$ cat config.mk
export PLATFORM = sky130hd
export DESIGN_NAME = axi4l_regfile_flat
export DESIGN_NICKNAME = d
export VERILOG_FILES = /design/src/rtl/axi4l_pkg.sv /design/src/rtl/axi4l_regfile_if.sv /design/src/rtl/axi4l_addr_decode.sv /design/src/rtl/axi4l_regfile.sv /design/src/flat_wrapper.sv
export SDC_FILE = /design/constraint.sdc
export NUM_CORES = 1
export LEC_CHECK = 0
export ABC_AREA = 1
export CORE_AREA = 2 2 451 453
export CTS_BUF_LIST = sky130_fd_sc_hd__clkbuf_4 sky130_fd_sc_hd__clkbuf_8
export DETAILED_ROUTE_END_ITERATION = 7
export DIE_AREA = 0 0 453 455
export DONT_BUFFER_PORTS = 1
export GPL_TIMING_DRIVEN = 0
export SYNTH_ARGS = -nofsm -noshare
export SYNTH_HDL_FRONTEND = slang
export SYNTH_SLANG_ARGS = --single-unit
$ cat constraint.sdc
create_clock -name ACLK -period 1.8 [get_ports ACLK]
set_input_delay 0.18 -clock ACLK [delete_from_list [all_inputs] [get_ports ACLK]]
set_output_delay 0.18 -clock ACLK [all_outputs]
set_load 0.005 [all_outputs]
$ cat src/rtl/axi4l_pkg.sv
// Shared AXI4-Lite definitions: response codes and address-geometry helpers.
package axi4l_pkg;

  localparam logic [1:0] RESP_OKAY   = 2'b00;
  localparam logic [1:0] RESP_SLVERR = 2'b10;

  // Number of address bits that select a byte inside one data word.
  function automatic int lane_bits(input int data_w);
    return $clog2(data_w / 8);
  endfunction

  function automatic int sel_bits(input int num_regs);
    return (num_regs > 1) ? $clog2(num_regs) : 1;
  endfunction

endpackage

$ cat src/rtl/axi4l_regfile_if.sv
// AXI4-Lite bus bundle between the interconnect (master) and the register file (slave).
interface axi4l_regfile_if #(
  parameter int ADDR_W = 8,
  parameter int DATA_W = 32
);
  logic [ADDR_W-1:0]   AWADDR;
  logic [2:0]          AWPROT;
  logic                AWVALID;
  logic                AWREADY;
  logic [DATA_W-1:0]   WDATA;
  logic [DATA_W/8-1:0] WSTRB;
  logic                WVALID;
  logic                WREADY;
  logic [1:0]          BRESP;
  logic                BVALID;
  logic                BREADY;
  logic [ADDR_W-1:0]   ARADDR;
  logic [2:0]          ARPROT;
  logic                ARVALID;
  logic                ARREADY;
  logic [DATA_W-1:0]   RDATA;
  logic [1:0]          RRESP;
  logic                RVALID;
  logic                RREADY;

  modport master (
    output AWADDR, AWPROT, AWVALID, WDATA, WSTRB, WVALID, BREADY,
           ARADDR, ARPROT, ARVALID, RREADY,
    input  AWREADY, WREADY, BRESP, BVALID, ARREADY, RDATA, RRESP, RVALID
  );

  modport slave (
    input  AWADDR, AWPROT, AWVALID, WDATA, WSTRB, WVALID, BREADY,
           ARADDR, ARPROT, ARVALID, RREADY,
    output AWREADY, WREADY, BRESP, BVALID, ARREADY, RDATA, RRESP, RVALID
  );
endinterface

$ cat src/rtl/axi4l_addr_decode.sv
// Combinational address decode: register select plus in-range and writable flags.
module axi4l_addr_decode
  import axi4l_pkg::*;
#(
  parameter int                ADDR_W   = 8,
  parameter int                DATA_W   = 32,
  parameter int                NUM_REGS = 16,
  parameter logic [NUM_REGS-1:0] RO_MASK = '0,
  parameter int                SEL_W    = sel_bits(NUM_REGS)
) (
  input  logic [ADDR_W-1:0] addr,
  output logic [SEL_W-1:0]  sel,
  output logic              in_range,
  output logic              writable
);
  localparam int LB    = lane_bits(DATA_W);
  localparam int IDX_W = ADDR_W - LB;

  logic [IDX_W-1:0] idx;
  logic             ro;
  logic             unused_lsb;

  assign idx        = addr[ADDR_W-1:LB];
  assign sel        = idx[SEL_W-1:0];
  assign in_range   = 32'(idx) < NUM_REGS;
  assign unused_lsb = ^addr[LB-1:0];

  // Full-width compare keeps out-of-range indices from aliasing onto a mask bit.
  always_comb begin
    ro = 1'b0;
    for (int i = 0; i < NUM_REGS; i++) begin
      if (32'(idx) == i) ro = RO_MASK[i];
    end
  end

  assign writable = in_range && !ro;

endmodule

$ cat src/rtl/axi4l_regfile.sv
// Parametrised AXI4-Lite slave register file with byte strobes, RO mapping and SLVERR decode.
module axi4l_regfile
  import axi4l_pkg::*;
#(
  parameter int                  ADDR_W   = 8,
  parameter int                  DATA_W   = 32,
  parameter int                  NUM_REGS = 16,
  parameter logic [NUM_REGS-1:0] RO_MASK  = '0
) (
  input  logic                       ACLK,
  input  logic                       ARESET,
  axi4l_regfile_if.slave             s_axi,
  output logic [NUM_REGS*DATA_W-1:0] reg_out,
  input  logic [NUM_REGS*DATA_W-1:0] reg_in,
  output logic [NUM_REGS-1:0]        wr_pulse,
  output logic [NUM_REGS-1:0]        rd_pulse
);
  localparam int SEL_W = sel_bits(NUM_REGS);

  logic [DATA_W-1:0]   regs   [NUM_REGS];
  logic [DATA_W-1:0]   ro_vals[NUM_REGS];
  logic                ready_q;
  logic                aw_full, w_full;
  logic [ADDR_W-1:0]   awaddr_q;
  logic [DATA_W-1:0]   wdata_q;
  logic [DATA_W/8-1:0] wstrb_q;
  logic [SEL_W-1:0]    wsel, rsel;
  logic                wr_ok, rd_in_range, rd_writable;
  logic                unused_wr_in_range, unused_prot;

  for (genvar g = 0; g < NUM_REGS; g++) begin : g_lane
    assign reg_out[g*DATA_W +: DATA_W] = regs[g];
    assign ro_vals[g]                  = reg_in[g*DATA_W +: DATA_W];
  end

  assign unused_prot = ^{s_axi.AWPROT, s_axi.ARPROT};

  axi4l_addr_decode #(
    .ADDR_W(ADDR_W), .DATA_W(DATA_W), .NUM_REGS(NUM_REGS), .RO_MASK(RO_MASK), .SEL_W(SEL_W)
  ) u_wr_dec (
    .addr(awaddr_q), .sel(wsel), .in_range(unused_wr_in_range), .writable(wr_ok)
  );

  axi4l_addr_decode #(
    .ADDR_W(ADDR_W), .DATA_W(DATA_W), .NUM_REGS(NUM_REGS), .RO_MASK(RO_MASK), .SEL_W(SEL_W)
  ) u_rd_dec (
    .addr(s_axi.ARADDR), .sel(rsel), .in_range(rd_in_range), .writable(rd_writable)
  );

  // Holds all READY outputs low through reset and for the reset-release edge.
  always_ff @(posedge ACLK) ready_q <= !ARESET;

  assign s_axi.AWREADY = ready_q && !aw_full && !s_axi.BVALID;
  assign s_axi.WREADY  = ready_q && !w_full && !s_axi.BVALID;
  assign s_axi.ARREADY = ready_q && !s_axi.RVALID;

  always_ff @(posedge ACLK) begin
    if (ARESET) begin
      aw_full      <= 1'b0;
      w_full       <= 1'b0;
      awaddr_q     <= '0;
      wdata_q      <= '0;
      wstrb_q      <= '0;
      s_axi.BVALID <= 1'b0;
      s_axi.BRESP  <= RESP_OKAY;
      wr_pulse     <= '0;
      for (int i = 0; i < NUM_REGS; i++) regs[i] <= '0;
    end else begin
      wr_pulse <= '0;
      if (s_axi.AWVALID && s_axi.AWREADY) begin
        aw_full  <= 1'b1;
        awaddr_q <= s_axi.AWADDR;
      end
      if (s_axi.WVALID && s_axi.WREADY) begin
        w_full  <= 1'b1;
        wdata_q <= s_axi.WDATA;
        wstrb_q <= s_axi.WSTRB;
      end
      if (aw_full && w_full) begin
        aw_full      <= 1'b0;
        w_full       <= 1'b0;
        s_axi.BVALID <= 1'b1;
        if (wr_ok) begin
          for (int b = 0; b < DATA_W/8; b++) begin
            if (wstrb_q[b]) regs[wsel][b*8 +: 8] <= wdata_q[b*8 +: 8];
          end
          wr_pulse[wsel] <= 1'b1;
          s_axi.BRESP    <= RESP_OKAY;
        end else begin
          s_axi.BRESP <= RESP_SLVERR;
        end
      end else if (s_axi.BVALID && s_axi.BREADY) begin
        s_axi.BVALID <= 1'b0;
      end
    end
  end

  // Sampling regs on the commit edge returns the pre-write value on a collision.
  always_ff @(posedge ACLK) begin
    if (ARESET) begin
      s_axi.RVALID <= 1'b0;
      s_axi.RDATA  <= '0;
      s_axi.RRESP  <= RESP_OKAY;
      rd_pulse     <= '0;
    end else begin
      rd_pulse <= '0;
      if (s_axi.ARVALID && s_axi.ARREADY) begin
        s_axi.RVALID <= 1'b1;
        if (rd_in_range) begin
          s_axi.RDATA    <= rd_writable ? regs[rsel] : ro_vals[rsel];
          s_axi.RRESP    <= RESP_OKAY;
          rd_pulse[rsel] <= 1'b1;
        end else begin
          s_axi.RDATA <= '0;
          s_axi.RRESP <= RESP_SLVERR;
        end
      end else if (s_axi.RVALID && s_axi.RREADY) begin
        s_axi.RVALID <= 1'b0;
      end
    end
  end

endmodule
$ cat src/flat_wrapper.sv
// flat-port wrapper written by rule: the top's interface ports become plain ports
module axi4l_regfile_flat import axi4l_pkg::*;
#(
  parameter int                  ADDR_W   = 8,
  parameter int                  DATA_W   = 32,
  parameter int                  NUM_REGS = 16,
  parameter logic [NUM_REGS-1:0] RO_MASK  = '0
)
  (ACLK, ARESET, reg_out, reg_in, wr_pulse, rd_pulse, s_axi_AWADDR, s_axi_AWPROT, s_axi_AWVALID, s_axi_WDATA, s_axi_WSTRB, s_axi_WVALID, s_axi_BREADY, s_axi_ARADDR, s_axi_ARPROT, s_axi_ARVALID, s_axi_RREADY, s_axi_AWREADY, s_axi_WREADY, s_axi_BRESP, s_axi_BVALID, s_axi_ARREADY, s_axi_RDATA, s_axi_RRESP, s_axi_RVALID);
  axi4l_regfile_if #(.ADDR_W(ADDR_W), .DATA_W(DATA_W)) s_axi_i ();
  input  logic ACLK;
  input  logic ARESET;
  output logic [NUM_REGS*DATA_W-1:0] reg_out;
  input  logic [NUM_REGS*DATA_W-1:0] reg_in;
  output logic [NUM_REGS-1:0] wr_pulse;
  output logic [NUM_REGS-1:0] rd_pulse;
  input wire logic [$bits(s_axi_i.AWADDR)-1:0] s_axi_AWADDR;
  input wire logic [$bits(s_axi_i.AWPROT)-1:0] s_axi_AWPROT;
  input wire logic [$bits(s_axi_i.AWVALID)-1:0] s_axi_AWVALID;
  input wire logic [$bits(s_axi_i.WDATA)-1:0] s_axi_WDATA;
  input wire logic [$bits(s_axi_i.WSTRB)-1:0] s_axi_WSTRB;
  input wire logic [$bits(s_axi_i.WVALID)-1:0] s_axi_WVALID;
  input wire logic [$bits(s_axi_i.BREADY)-1:0] s_axi_BREADY;
  input wire logic [$bits(s_axi_i.ARADDR)-1:0] s_axi_ARADDR;
  input wire logic [$bits(s_axi_i.ARPROT)-1:0] s_axi_ARPROT;
  input wire logic [$bits(s_axi_i.ARVALID)-1:0] s_axi_ARVALID;
  input wire logic [$bits(s_axi_i.RREADY)-1:0] s_axi_RREADY;
  output wire logic [$bits(s_axi_i.AWREADY)-1:0] s_axi_AWREADY;
  output wire logic [$bits(s_axi_i.WREADY)-1:0] s_axi_WREADY;
  output wire logic [$bits(s_axi_i.BRESP)-1:0] s_axi_BRESP;
  output wire logic [$bits(s_axi_i.BVALID)-1:0] s_axi_BVALID;
  output wire logic [$bits(s_axi_i.ARREADY)-1:0] s_axi_ARREADY;
  output wire logic [$bits(s_axi_i.RDATA)-1:0] s_axi_RDATA;
  output wire logic [$bits(s_axi_i.RRESP)-1:0] s_axi_RRESP;
  output wire logic [$bits(s_axi_i.RVALID)-1:0] s_axi_RVALID;
  assign s_axi_i.AWADDR = s_axi_AWADDR;
  assign s_axi_i.AWPROT = s_axi_AWPROT;
  assign s_axi_i.AWVALID = s_axi_AWVALID;
  assign s_axi_i.WDATA = s_axi_WDATA;
  assign s_axi_i.WSTRB = s_axi_WSTRB;
  assign s_axi_i.WVALID = s_axi_WVALID;
  assign s_axi_i.BREADY = s_axi_BREADY;
  assign s_axi_i.ARADDR = s_axi_ARADDR;
  assign s_axi_i.ARPROT = s_axi_ARPROT;
  assign s_axi_i.ARVALID = s_axi_ARVALID;
  assign s_axi_i.RREADY = s_axi_RREADY;
  assign s_axi_AWREADY = s_axi_i.AWREADY;
  assign s_axi_WREADY = s_axi_i.WREADY;
  assign s_axi_BRESP = s_axi_i.BRESP;
  assign s_axi_BVALID = s_axi_i.BVALID;
  assign s_axi_ARREADY = s_axi_i.ARREADY;
  assign s_axi_RDATA = s_axi_i.RDATA;
  assign s_axi_RRESP = s_axi_i.RRESP;
  assign s_axi_RVALID = s_axi_i.RVALID;
  axi4l_regfile #(.ADDR_W(ADDR_W), .DATA_W(DATA_W), .NUM_REGS(NUM_REGS), .RO_MASK(RO_MASK)) u_core (.ACLK(ACLK), .ARESET(ARESET), .s_axi(s_axi_i), .reg_out(reg_out), .reg_in(reg_in), .wr_pulse(wr_pulse), .rd_pulse(rd_pulse));
endmodule
# [Word level (Yosys, flattened, before mapping)]
# Memories as Yosys holds them, arrays and structs flattened.
# Index checks and enable logic that the tools add are counted.
[word_totals] regBits=117 ram_bits=512 in_bits=577 out_inout_bits=585 n_memories=1
[memory_table] memory="u_core.regs" words=16 word_bits=32 rd=17 rd_ports_with_merged_regs=0 write_ports=16 line_no="axi4l_regfile.sv:20" text="logic [DATA_W-1:0] regs [NUM_REGS];"
[op_classes] magnitude_cmp=6 n_mux=36 n_bitwise=4 n_reduce_logical=24
[op_table] cell="2-to-1 mux 32 bit" count=2
[op_table] cell="OR reduction 32 bit" count=1
[op_table] cell="2-to-1 mux 1 bit" count=28
[op_table] cell="logical AND 1 bit" count=13
[op_table] cell="less-than comparator 6 x 5 -> 1 bit, second input constant" count=2
[op_table] cell="less-than comparator 4 x 5 -> 1 bit, second input constant" count=2
[op_table] cell="demux 1 bit (select 4 bit)" count=2
[op_table] cell="greater-or-equal comparator 4 x 1 -> 1 bit, second input constant" count=2
[op_table] cell="2-to-1 mux 4 bit" count=2
[op_table] cell="OR reduction 3 bit" count=2
[op_table] cell="zero test 1 bit" count=5
[op_table] cell="2-to-1 mux 2 bit" count=2
[op_table] cell="NOT 1 bit" count=4
[op_table] cell="nonzero test 2 bit" count=2
[op_table] cell="OR reduction 2 bit" count=1

# [Longest topological paths before layout]
# Gate-level depths: netlist of run 1.
[depth] word_depth=7 ltp_mapped=12 mapped_depth_nobuf=9

# [Cells and area by module]
# Synthesis of run 1 repeated with hierarchy kept, for this count alone.
[unflattened] hier_cells=4376 area_unflattened_um2=32781.4
[by_module_without_submodules] mod="axi4l_regfile" n_inst=1 cells_each=4364 area_each_um2=32698.9 seq_area_each_um2=17677.0
[by_module_without_submodules] mod="axi4l_addr_decode" n_inst=2 cells_each=6 area_each_um2=41.3 seq_area_each_um2=0.0

# [Worst setup path after synthesis of run 1]
# Ideal clock, no wire load.
[synth_path] kind="reg-to-reg" startpoint="reg u_core.awaddr_q[7]" endpoint="mem u_core.regs[4][16] (enable)" arrival_ns=1.430 setup_slack_ns=0.041 path_stages_with_launch=6 synth_period_minus_slack_ns=1.759 path_cell_list="dfxtp_1 nor4_4 nand2_1 nor2_4 nand2_2 nand2_1"
[synth_lines] element="start, declared" line_no="axi4l_regfile.sv:24" text="logic [ADDR_W-1:0] awaddr_q;"
[synth_lines] element="start signal, assigned" line_no="axi4l_regfile.sv:72" text="awaddr_q <= s_axi.AWADDR;"
[synth_lines] element="end, declared" line_no="axi4l_regfile.sv:20"

==> flow_summary_export.csv, run 1 <==
group,metric,value,unit
status,status,"complete, but fails checks",
status,violations,"max-capacitance violations, max-slew violations, negative setup slack",
clock_tree,cts_num_sinks,625,
floorplan,dieArea,206000,sq um
finish,fin_area,38300,sq um
floorplan,initial_core_util,0.136,
clock_tree,clkTransAtPathRegs,60,ps
drt,drt-total-wl,181,mm
critical_path,r2r_slack,-180,ps
synthesis,synth-seq-area-share,0.642,
clock_tree,cts_buffer_depth,3,
critical_path,reg2regPathDepth,9,
sta,period_needed,1980,ps
sta,setup_violations,486,
floorplan,rows,165,
synthesis,synth_area_leaders,"edfxtp_1 56%, nand2_1 20%, dfxtp_1 8.2%, nor2_1 7.7%, clkbuf_1 1.4%",
clock_tree,cts_tree,"built",
critical_path,cp.required,2340,ps
synthesis,ys_seq_elements,625,
sta,max-slew-margin-rel,-0.0122,
synthesis,synthCells,3110,
global_routing,gr-total-overflow,0,
drt,vias,24583,
clock_tree,clkLatencyLatePin,890,ps
critical_path,start_kind,"flop",
worst_hold_path,hold_depth,3,
floorplan,core,201000,sq um
worst_hold_path,hold_class,"primary input to flop",
synthesis,syn_avg_cell_area,8.83,sq um
critical_path,cp.arrival,2520,ps
sta,fmax,505,MHz
critical_path,critical_path_class,"flop to flop",
global_routing,grt_use_total,0.168,
global_routing,grt_max_degree,17,
floorplan,die_x,453,um
placed_design,dpl_cell_area,30900,sq um
sta,finalCritPeriodShare,1.10,
global_routing,grt_pass1_vias,23260,
clock_tree,cts-root-buf,"clkbuf_8",
power_and_ir_drop,finalPower,35.3,mW
sta,fin_ws,-182,ps
critical_path,cp_max_fo,5,
power_and_ir_drop,power.density,921,nW/um^2
finish,areaGrowthSynthToFinish,39.3,%
placed_design,gp_congestion,0.929,
drt,dr.pass1.iters,5,
synthesis,synth_area,27500,sq um
placed_design,hpwlAfterDp,149,mm
drt,post_drt_via_cell_ratio,3.96,
power_and_ir_drop,p_leak,14.9,nW
critical_path,cp-end-kind,"flop",
floorplan,io_pins,1162,
drt,ant_nets,0,
finish,nets,4000,
critical_path,cpPeakStageDelay,350,ps
sta,finalHoldViolations,0,
critical_path,path_cells,"nor4_4 > buf_6 > nand2_8 > nor2_4 > buf_12 > buf_12 > nand2_8 > nand2_4 > buf_6",
global_routing,antenna_found_initial,23,
power_and_ir_drop,peakVddDrop,0.000727,V
synthesis,ys_types,23,
floorplan,die_h,455,um
synthesis,yosysWarnings,0,
finish,fillers,22077,
finish,drive_above_1_share,0.216,
synthesis,synth_top_cell_area_share,0.560,
synthesis,synth_largest_area_cell,"edfxtp_1",
clock_tree,h-tree-depth,3,
drt,first_iter_violations,3046,
clock_tree,cts_buffers,106,
global_routing,grt_pass1_wl,227,mm
sta,worstMarginPinSlew,1520,ps
drt,drcViolationCount,0,
critical_path,slowest_stage,"dfxtp_2",
sta,clock_skew,93.0,ps
sta,drv_slew,11,
sta,rsz0062_at_grt,"true",
job,max_cap_viol_count,1,
placed_design,pre_cts_ws,-1810,ps
drt,wl_per_cell,29.2,um
placed_design,port_buffers,0,
-- layout by cell type, fill, tap and decap left out, types with 12 or more instances in the layout --
cell type         n
buf_8            12
clkbuf_4         41
buf_2            36
o21ai_0          42
dfxtp_1         104
diode_2          21
nand3_1          38
o21ai_1          27
buf_12           43
nand2_2          52
nor2_1          481
dlygate4sd3_1    62
a21oi_1          39
buf_6            33
clkbuf_8        117
nor2_2           49
nand2_1        1332
nand2_4          46
buf_4            69
nand2_8          93
edfxtp_1        512
inv_1            18
clkbuf_1         50
clkinv_1         43
nor2_4           47
clkinv_2         17
clkbuf_2         45
-- per-stage QoR --
step | hold slack [ps] | TNS (ps) | utilization | cells
after floorplan | 339 | 0 | - | 3111
after global placement | 345 | -1288560 | 0.153 | 5783
after detailed placement | 355 | -1057580 | 0.154 | 5787
after CTS | 18.4 | -37710 | 0.184 | 6150
after global routing | 48.7 | -61690 | 0.190 | 6191
final | 111 | -43620 | 0.190 | 6209
-- cell families (layout without fill, tap and decap cells) --
group                  after synthesis  after routing  share of synthesized area
AOI/OAI and AO/OA                  116            116                     0.0211
buffers and inverters              223            626                     0.0332
DFF                                625            625                      0.642
other                                1             23                   0.000137
and+or+nand+nor                   2145           2147                      0.303
-- synthesized netlist by cell type --
library cell and number:
edfxtp_1 512, or2_2 1, a21oi_1 39, nor3_4 1, o21ai_1 32, inv_1 23
inv_2 1, conb_1 1, buf_4 4, nand2_2 56, buf_2 47, o21ai_0 45
dfxtp_1 113, nor3_1 3, nor2_4 3, clkbuf_1 103, nand3_1 41, nor4_4 1
clkinv_1 32, nand2_1 1465, nor2_1 562, buf_1 13, nor2_2 12
-- flip-flops by register name (all words and copies together), names as in the netlist, 4 cells and up --
signal,count
u_core.wr_pulse,16
u_core.rd_pulse,16
u_core.wstrb_q,4
u_core.wdata_q,32
u_core.s_axi.RDATA,32
u_core.awaddr_q,6
u_core.regs,512
-- worst max-delay path: cells and delay by family (launching register included) --
family                 cells  cell delay (ps)
and+or+nand+nor            5              680
DFF                        1              350
buffers and inverters      4              630
-- worst paths after layout --
path / from / to
setup / recovery: u_core.awaddr_q[7]$_SDFFE_PP0P_ / u_core.regs[12][19]$_SDFFCE_PN0P_
hold / removal: s_axi_WDATA[20] / u_core.wdata_q[20]$_SDFFE_PP0P_
setup reg to reg: u_core.awaddr_q[7]$_SDFFE_PP0P_ / u_core.regs[12][19]$_SDFFCE_PN0P_
hold reg to reg: u_core.s_axi.RDATA[29]$_SDFFE_PP0P_ / u_core.s_axi.RDATA[29]$_SDFFE_PP0P_
-- per-layer routing --
layer  up-vias  global-route usage  wire [um]
met5         -                   0         37
met1     11923               0.208      72200
li1      10642                   -          -
met2      1667               0.256      78500
met3       345              0.0730      22400
met4         6              0.0637       8260
-- power breakdown --
part	leakage [nW]	internal [mW]	switching, mW	total (mW)
registers	6.21	16.1	0.701	16.8
logic	7.42	0.792	2.97	3.76
clock network	1.24	8.01	6.69	14.7
total	14.9	24.9	10.4	35.3
-- final cells by class --
cell class              count  area (sq um)  share of cell area
clock buffers             149          1840              0.0482
diodes                     21          52.6             0.00137
repair buffers            205          2480              0.0648
flip-flops and latches    625         17700               0.462
well taps                2672          3340              0.0874
clock inverters            52           547              0.0143
plain buffers             164           831              0.0217
multi-input cells        2265         11300               0.295
inverters                  56           226             0.00592
-- repair_timing --
item	CTS	global route
gates cloned	1	1
setup endpoints to repair	1122	838
pin swaps	49	72
hold endpoints to repair	83	0
hold buffers	62	0
gates resized for setup	484	198
setup buffers	101	38
Power figures use the tool's default switching activity.
==> inputs of run 2 (changes only) <==
- REMOVE_ABC_BUFFERS: unset -> 1
==> run 2 against run 1 <==
Net effect:
- the flow finishes with violations (negative hold slack, negative setup slack)
- critical path depth decreased by 2
- clock-buffer cell count increased by 9
- hold slack got worse by 130 ps
- via count decreased by 1.9%
- die area unchanged
- setup slack improved by 9.7 ps
- final area decreased by 0.87%
- register-to-register slack about the same
- first-iteration DRC count decreased by 7.5%
- maximum frequency increased by 0.49%
- non-clock buffer count decreased by 82
- critical endpoint is now u_core.wstrb_q[3]$_SDFFE_PP0P_
- largest power group unchanged
==> flow_summary_export.csv, run 2 (synthesis gave the netlist of run 1 again) <==
group,metric,value,unit
finish,postLayoutCoreUtil,0.188,
critical_path,slowest_stage,"nor3_4",
job,max_cap_viol_count,0,
drt,first_iter_violations,2818,
floorplan,io_pins,1162,
clock_tree,h-tree-depth,3,
finish,drive_above_1_share,0.170,
drt,wl_per_cell,26.4,um
finish,final_cell_count_no_fill,6137,
critical_path,timing.rr.end,"u_core.wstrb_q[3]$_SDFFE_PP0P_",
placed_design,dpl_cell_area,30400,sq um
power_and_ir_drop,peakVddDrop,0.000780,V
critical_path,cp_top_family,"simple AND/OR/NAND/NOR gates",
sta,max-slew-margin-rel,0.173,
critical_path,cpPeakStageDelay,540,ps
floorplan,rows,165,
critical_path,cp_max_fo,37,
finish,nets,3929,
clock_tree,cts-root-buf,"clkbuf_8",
power_and_ir_drop,finalPower,34.5,mW
critical_path,cp.depth,7,
critical_path,start_kind,"flop",
drt,dr.pass1.iters,6,
finish,areaGrowthSynthToFinish,38.1,%
global_routing,gr-total-overflow,0,
finish,mostFrequentLayoutCells,"1,368 x nand2_1, 520 x nor2_1, 512 x edfxtp_1",
power_and_ir_drop,power.density,910,nW/um^2
placed_design,gp_congestion,0.898,
placed_design,port_buffers,0,
sta,finalCritPeriodShare,1.10,
clock_tree,clkLatencyLatePin,890,ps
sta,drv_slew,0,
sta,setup-tns-final,-19530,ps
finish,largest_reg_flops,512,
sta,fin_ws,-172,ps
sta,rsz0062_at_grt,"true",
clock_tree,cts_num_sinks,625,
drt,m1WireLength,60.3,mm
floorplan,core,201000,sq um
sta,setup_violations,374,
finish,fillers,22133,
critical_path,cp.arrival,2730,ps
finish,layout_commonest_cell,"nand2_1",
drt,drcViolationCount,0,
clock_tree,cts_buffer_depth,3,
floorplan,dieArea,206000,sq um
global_routing,grt_max_degree,135,
floorplan,die_h,455,um
placed_design,dpl.cell_count,5629,
sta,holdWs,-17.6,ps
global_routing,grt_pass1_vias,23107,
drt,top_layer,"met5",
worst_hold_path,hold_class,"primary input to flop",
floorplan,die_x,453,um
drt,post_drt_via_cell_ratio,3.93,
global_routing,antenna_found_initial,25,
sta,fmax,507,MHz
drt,wl_met3,23.3,mm
critical_path,r2r_start,"u_core.s_axi.BVALID$_SDFFE_PP0P_",
status,status,"complete, but fails checks",
clock_tree,cts_buffers,106,
status,violations,"negative hold slack, negative setup slack",
critical_path,r2r_slack,-170,ps
clock_tree,cts_tree,"built",
global_routing,grt_use_total,0.148,
finish,reg.largest.list,"u_core.regs: 512 flops, u_core.s_axi.RDATA: 32 flops, u_core.wdata_q: 32 flops",
critical_path,critPathCapture,"u_core.wstrb_q[3]$_SDFFE_PP0P_",
critical_path,cp-end-kind,"flop",
sta,finalHoldViolations,1,
critical_path,crit_buf_inv,3,
sta,worstMarginPinSlew,1240,ps
finish,fin_area,37900,sq um
floorplan,initial_core_util,0.136,
drt,ant_nets,0,
drt,vias,24109,
critical_path,cp.required,2560,ps
drt,drt-total-wl,162,mm
critical_path,critical_path_class,"flop to flop",
critical_path,path_cells,"nor3_4 > nand2_8 > buf_12 > clkinvlp_4 > buf_12 > nor2_1 > nor2_1",
clock_tree,clkTransAtPathRegs,70,ps
finish,top_register,"u_core.regs",
placed_design,hpwlAfterDp,114,mm
sta,clock_skew,74.0,ps
power_and_ir_drop,p_leak,14.7,nW
finish,ff_latch_area,17700,sq um
finish,multi_input_area,10900,sq um
critical_path,reg2regPathDepth,7,
global_routing,grt_pass1_wl,206,mm
critical_path,crit_start,"u_core.s_axi.BVALID$_SDFFE_PP0P_",
drt,dr_wl_met2,67.9,mm
sta,period_needed,1970,ps
[run 2: power breakdown]
part | leakage (nW) | switching [mW] | internal (mW)
sequential | 6.21 | 0.735 | 16.1
clock | 1.24 | 6.61 | 7.93
combinational | 7.26 | 2.36 | 0.789
total | 14.7 | 9.70 | 24.8
[run 2: worst min path at each step]
stage | start | endpoint | slack, ps | cells past startpoint
2_1_floorplan | ARESET | u_core.s_axi.BVALID$_SDFFE_PP0P_ | 250 | 1
3_3_place_gp | ARESET | u_core.s_axi.RVALID$_SDFFE_PP0P_ | 250 | 1
3_5_place_dp | ARESET | u_core.s_axi.RRESP[1]$_SDFFE_PP0P_ | 250 | 1
4_1_cts | ARESET | u_core.s_axi.RDATA[21]$_SDFFE_PP0P_ | 1 | 4
5_1_grt | ARESET | u_core.regs[10][1]$_SDFFCE_PN0P_ | -40 | 5
6_report | s_axi_ARADDR[2] | u_core.s_axi.RDATA[24]$_SDFFE_PP0P_ | -20 | 8
[run 2: metrics by stage]
step / setup WS, ps / hold slack (ps)
2_1_floorplan: -1160 / 249
3_3_place_gp: -5350 / 251
3_5_place_dp: -1710 / 255
4_1_cts: -234 / 1.16
5_1_grt: -247 / -43.6
6_report: -172 / -17.6
[run 2: layer usage]
metal	vias up	GRT usage
met2	1691	0.219
met1	11527	0.172
met4	4	0.0831
met3	387	0.0766
met5	-	0
li1	10500	-
[run 2: worst reg2reg max path, cell delays in order, from the launching register on]
cell and delay, ps:
dfxtp_4 380, nor3_4 540, nand2_8 260, buf_12 270, clkinvlp_4 140, buf_12 140
nor2_1 70, nor2_1 110
[run 2: cell type report]
type                    count  area share
flip-flops and latches    625       0.466
multi-input cells        2276       0.288
well taps                2672      0.0881
repair buffers            287      0.0874
clock buffers             158      0.0517
clock inverters            40      0.0111
inverters                  56     0.00640
diodes                     23     0.00152
[run 2: timing repair]
item                                    in CTS  in global routing
resized for setup                          323                126
hold buffers                               173                  2
pin swaps                                   31                 54
endpoints found under the setup margin    1147                768
cloned                                       2                 11
setup buffers                               74                 44
hold endpoints to repair                   471                 27
==> RTL edit: new RTL, config.mk and constraints of run 1 <==
`ADDR_W` is set to 8 in 4 places; all go to 7.
--- a/src/rtl/axi4l_regfile_if.sv
+++ b/src/rtl/axi4l_regfile_if.sv
@@ -1,6 +1,6 @@
 // AXI4-Lite bus bundle between the interconnect (master) and the register file (slave).
 interface axi4l_regfile_if #(
-  parameter int ADDR_W = 8,
+  parameter int ADDR_W = 7,
   parameter int DATA_W = 32
 );
   logic [ADDR_W-1:0]   AWADDR;
--- a/src/rtl/axi4l_addr_decode.sv
+++ b/src/rtl/axi4l_addr_decode.sv
@@ -2,7 +2,7 @@
 module axi4l_addr_decode
   import axi4l_pkg::*;
 #(
-  parameter int                ADDR_W   = 8,
+  parameter int                ADDR_W   = 7,
   parameter int                DATA_W   = 32,
   parameter int                NUM_REGS = 16,
   parameter logic [NUM_REGS-1:0] RO_MASK = '0,
--- a/src/rtl/axi4l_regfile.sv
+++ b/src/rtl/axi4l_regfile.sv
@@ -2,7 +2,7 @@
 module axi4l_regfile
   import axi4l_pkg::*;
 #(
-  parameter int                  ADDR_W   = 8,
+  parameter int                  ADDR_W   = 7,
   parameter int                  DATA_W   = 32,
   parameter int                  NUM_REGS = 16,
   parameter logic [NUM_REGS-1:0] RO_MASK  = '0
--- a/src/flat_wrapper.sv
+++ b/src/flat_wrapper.sv
@@ -1,7 +1,7 @@
 // flat-port wrapper written by rule: the top's interface ports become plain ports
 module axi4l_regfile_flat import axi4l_pkg::*;
 #(
-  parameter int                  ADDR_W   = 8,
+  parameter int                  ADDR_W   = 7,
   parameter int                  DATA_W   = 32,
   parameter int                  NUM_REGS = 16,
   parameter logic [NUM_REGS-1:0] RO_MASK  = '0
Interface: changed (resized s_axi_ARADDR and s_axi_AWADDR); port bits go from 1162 to 1160. No check against the original RTL was run, so the function may have changed too.
==> RTL edit against run 1 <==
- worst setup slack better by 0.0015 ns
- highest routed layer unchanged
- first-iteration DRC count is 4.8% lower
- clock skew is 0.027 ns lower
- via count is 1.6% higher
- clock power is 5% higher
- the flow still finishes with violations (capacitance limit, slew limit, setup timing)
- total power is 2.8% higher
- area after synthesis is 0.51% higher
- critical endpoint is now u_core.regs[8][6]
- critical path type unchanged
- wire length is 3.0% higher
- global-route usage is 0.43 points higher
- die area stayed put
- sequential cell count is 1 lower
- design area is 6.8% higher
==> RTL edit: results (changes against run 1) <==
Status
  • Status: finished with violations (unchanged)
  • Failing checks: capacitance limit, slew limit, setup timing (unchanged)

Power and ir drop
  • Leakage: 15.02 nW (was 14.87 nW)
  • Worst vdd ir: 692.6 uV (was 727.4 uV)

Clock tree
  • Cts bufs inserted: 110 (was 106)

Timing
  • Count of final setup violators: 705 (was 486)
  • Final setup margin: -0.1802 ns (was -0.1817 ns)
  • Slew Viols, Final: 10 (was 11)
  • TNS Setup: -41.09 ns (was -43.62 ns)
  • WHS: 0.06673 ns (was 0.1108 ns)

Cells and area
  • Share of layout cells above drive strength 1: 0.2859 (was 0.2156)

Hold path
  • HP Start: s_axi_BREADY (was s_axi_WDATA[20])

Synthesis
  • Mean area per synthesized cell: 8.944 sq um (was 8.831 sq um)
  • Yosys cell types: 26 (was 23)
  • Synth top area cells: edfxtp_1 (56%), nand2_1 (20%), dfxtp_1 (8.1%), nor2_1 (7.4%), clkbuf_1 (1.4%) (was edfxtp_1 (56%), nand2_1 (20%), dfxtp_1 (8.2%), nor2_1 (7.7%), clkbuf_1 (1.4%))

GRT
  • Largest net degree at the start of global routing: 19 (was 17)
  • First-pass GRT wire length: 233.2 mm (was 226.6 mm)
  • Vias in the first global route: 23,740 (was 23,260)
  • Initial antenna violation count: 25 (was 23)

Critical path
  • Reg-to-Reg End: u_core.regs[8][6] (was u_core.regs[12][19])
  • R2r worst-path depth: 10 (was 9)
  • Largest stage delay on the critical path: 0.37 ns (was 0.35 ns)
  • Critical R2R Launch: u_core.w_full (was u_core.awaddr_q[7])
  • CP max stage cell: dfxtp_4 (was dfxtp_2)

Placed design
  • Pre-CTS setup slack: -1.651 ns (was -1.813 ns)
  • DP Wirelength: 150.8 mm (was 148.7 mm)

Job
  • Max-cap violation count: 1 (unchanged)

Route
  • Number of DRC markers in iteration 0: 2,901 (was 3,046)
==> RTL edit: worst max-delay path by stage <==
stage | startpoint | endpoint | slack [ns] | depth (start not counted)
after floorplan | u_core.aw_full | u_core.regs[11][16] | -0.04 | 8
after global placement | u_core.awaddr_q[2] | u_core.regs[1][2] | -2.06 | 4
after detailed placement | s_axi_ARADDR[2] | u_core.s_axi.RDATA[27] | -1.65 | 11
after CTS | u_core.w_full | u_core.regs[8][21] | -0.20 | 9
after global routing | u_core.regs[0][5] | reg_out[5] | -0.26 | 0
final | u_core.w_full | u_core.regs[8][6] | -0.18 | 10
==> RTL edit: repair_timing <==
item | CTS | global route
hold buffers | 58 | 1
setup endpoints to repair | 1135 | 991
pin swaps | 37 | 51
cloned | 1 | 4
endpoints found under the hold margin | 102 | 3
resized for setup | 510 | 635
setup buffers | 110 | 56
==> RTL edit: metrics by stage <==
| step | utilization | power (W) |
|---|---|---|
| final | 0.2029 | 0.03624 |
| after global routing | 0.2028 | 0.03722 |
| after CTS | 0.1890 | 0.03616 |
| after detailed placement | 0.1553 | 0.02026 |
| after global placement | 0.1539 | 0.02020 |
| after floorplan | - | 0.01811 |
==> RTL edit: cell families (layout without fill, tap and decap cells) <==
| group | count (synthesis) | in the layout | share of synthesized area |
|---|---|---|---|
| simple gates | 2090 | 2095 | 0.3018 |
| compound gates | 146 | 146 | 0.02656 |
| buf+inv | 225 | 662 | 0.03323 |
| flops | 624 | 624 | 0.6382 |
| other cells | 1 | 20 | 0.0001359 |
==> RTL edit: critical path: cells and delay by family (launching register included) <==
family,cells,cell delay [ns]
buffers and inverters,3,0.39
flip-flops,1,0.37
AND/OR/NAND/NOR,7,0.91
==> RTL edit: area by class of cell <==
cell class,count,area [sq um],area share
Sequential cell,624,17640,0.4318
Antenna cell,18,45.04,0.001103
Clock inverter,48,600.6,0.01470
Buffer,165,925.9,0.02267
Multi-Input combinational cell,2243,12950,0.3170
Clock buffer,157,1942,0.04754
Inverter,55,245.2,0.006004
Timing Repair Buffer,237,3159,0.07734
Tap cell,2672,3343,0.08185
==> RTL edit: per-layer routing <==
metal | up-vias | GRT usage | share of wire
met5 | - | 0 | 0.00029
met4 | 8 | 0.07474 | 0.060
met3 | 400 | 0.06809 | 0.12
met2 | 1706 | 0.2781 | 0.45
met1 | 12190 | 0.2013 | 0.37
li1 | 10680 | - | -
==> RTL edit: power by group <==
group	internal, W	leakage [nW]	switching (W)
logic	0.000782	7.52	0.00300
registers	0.0161	6.20	0.000850
clock network	0.00865	1.30	0.00688
total	0.0255	15.0	0.0107
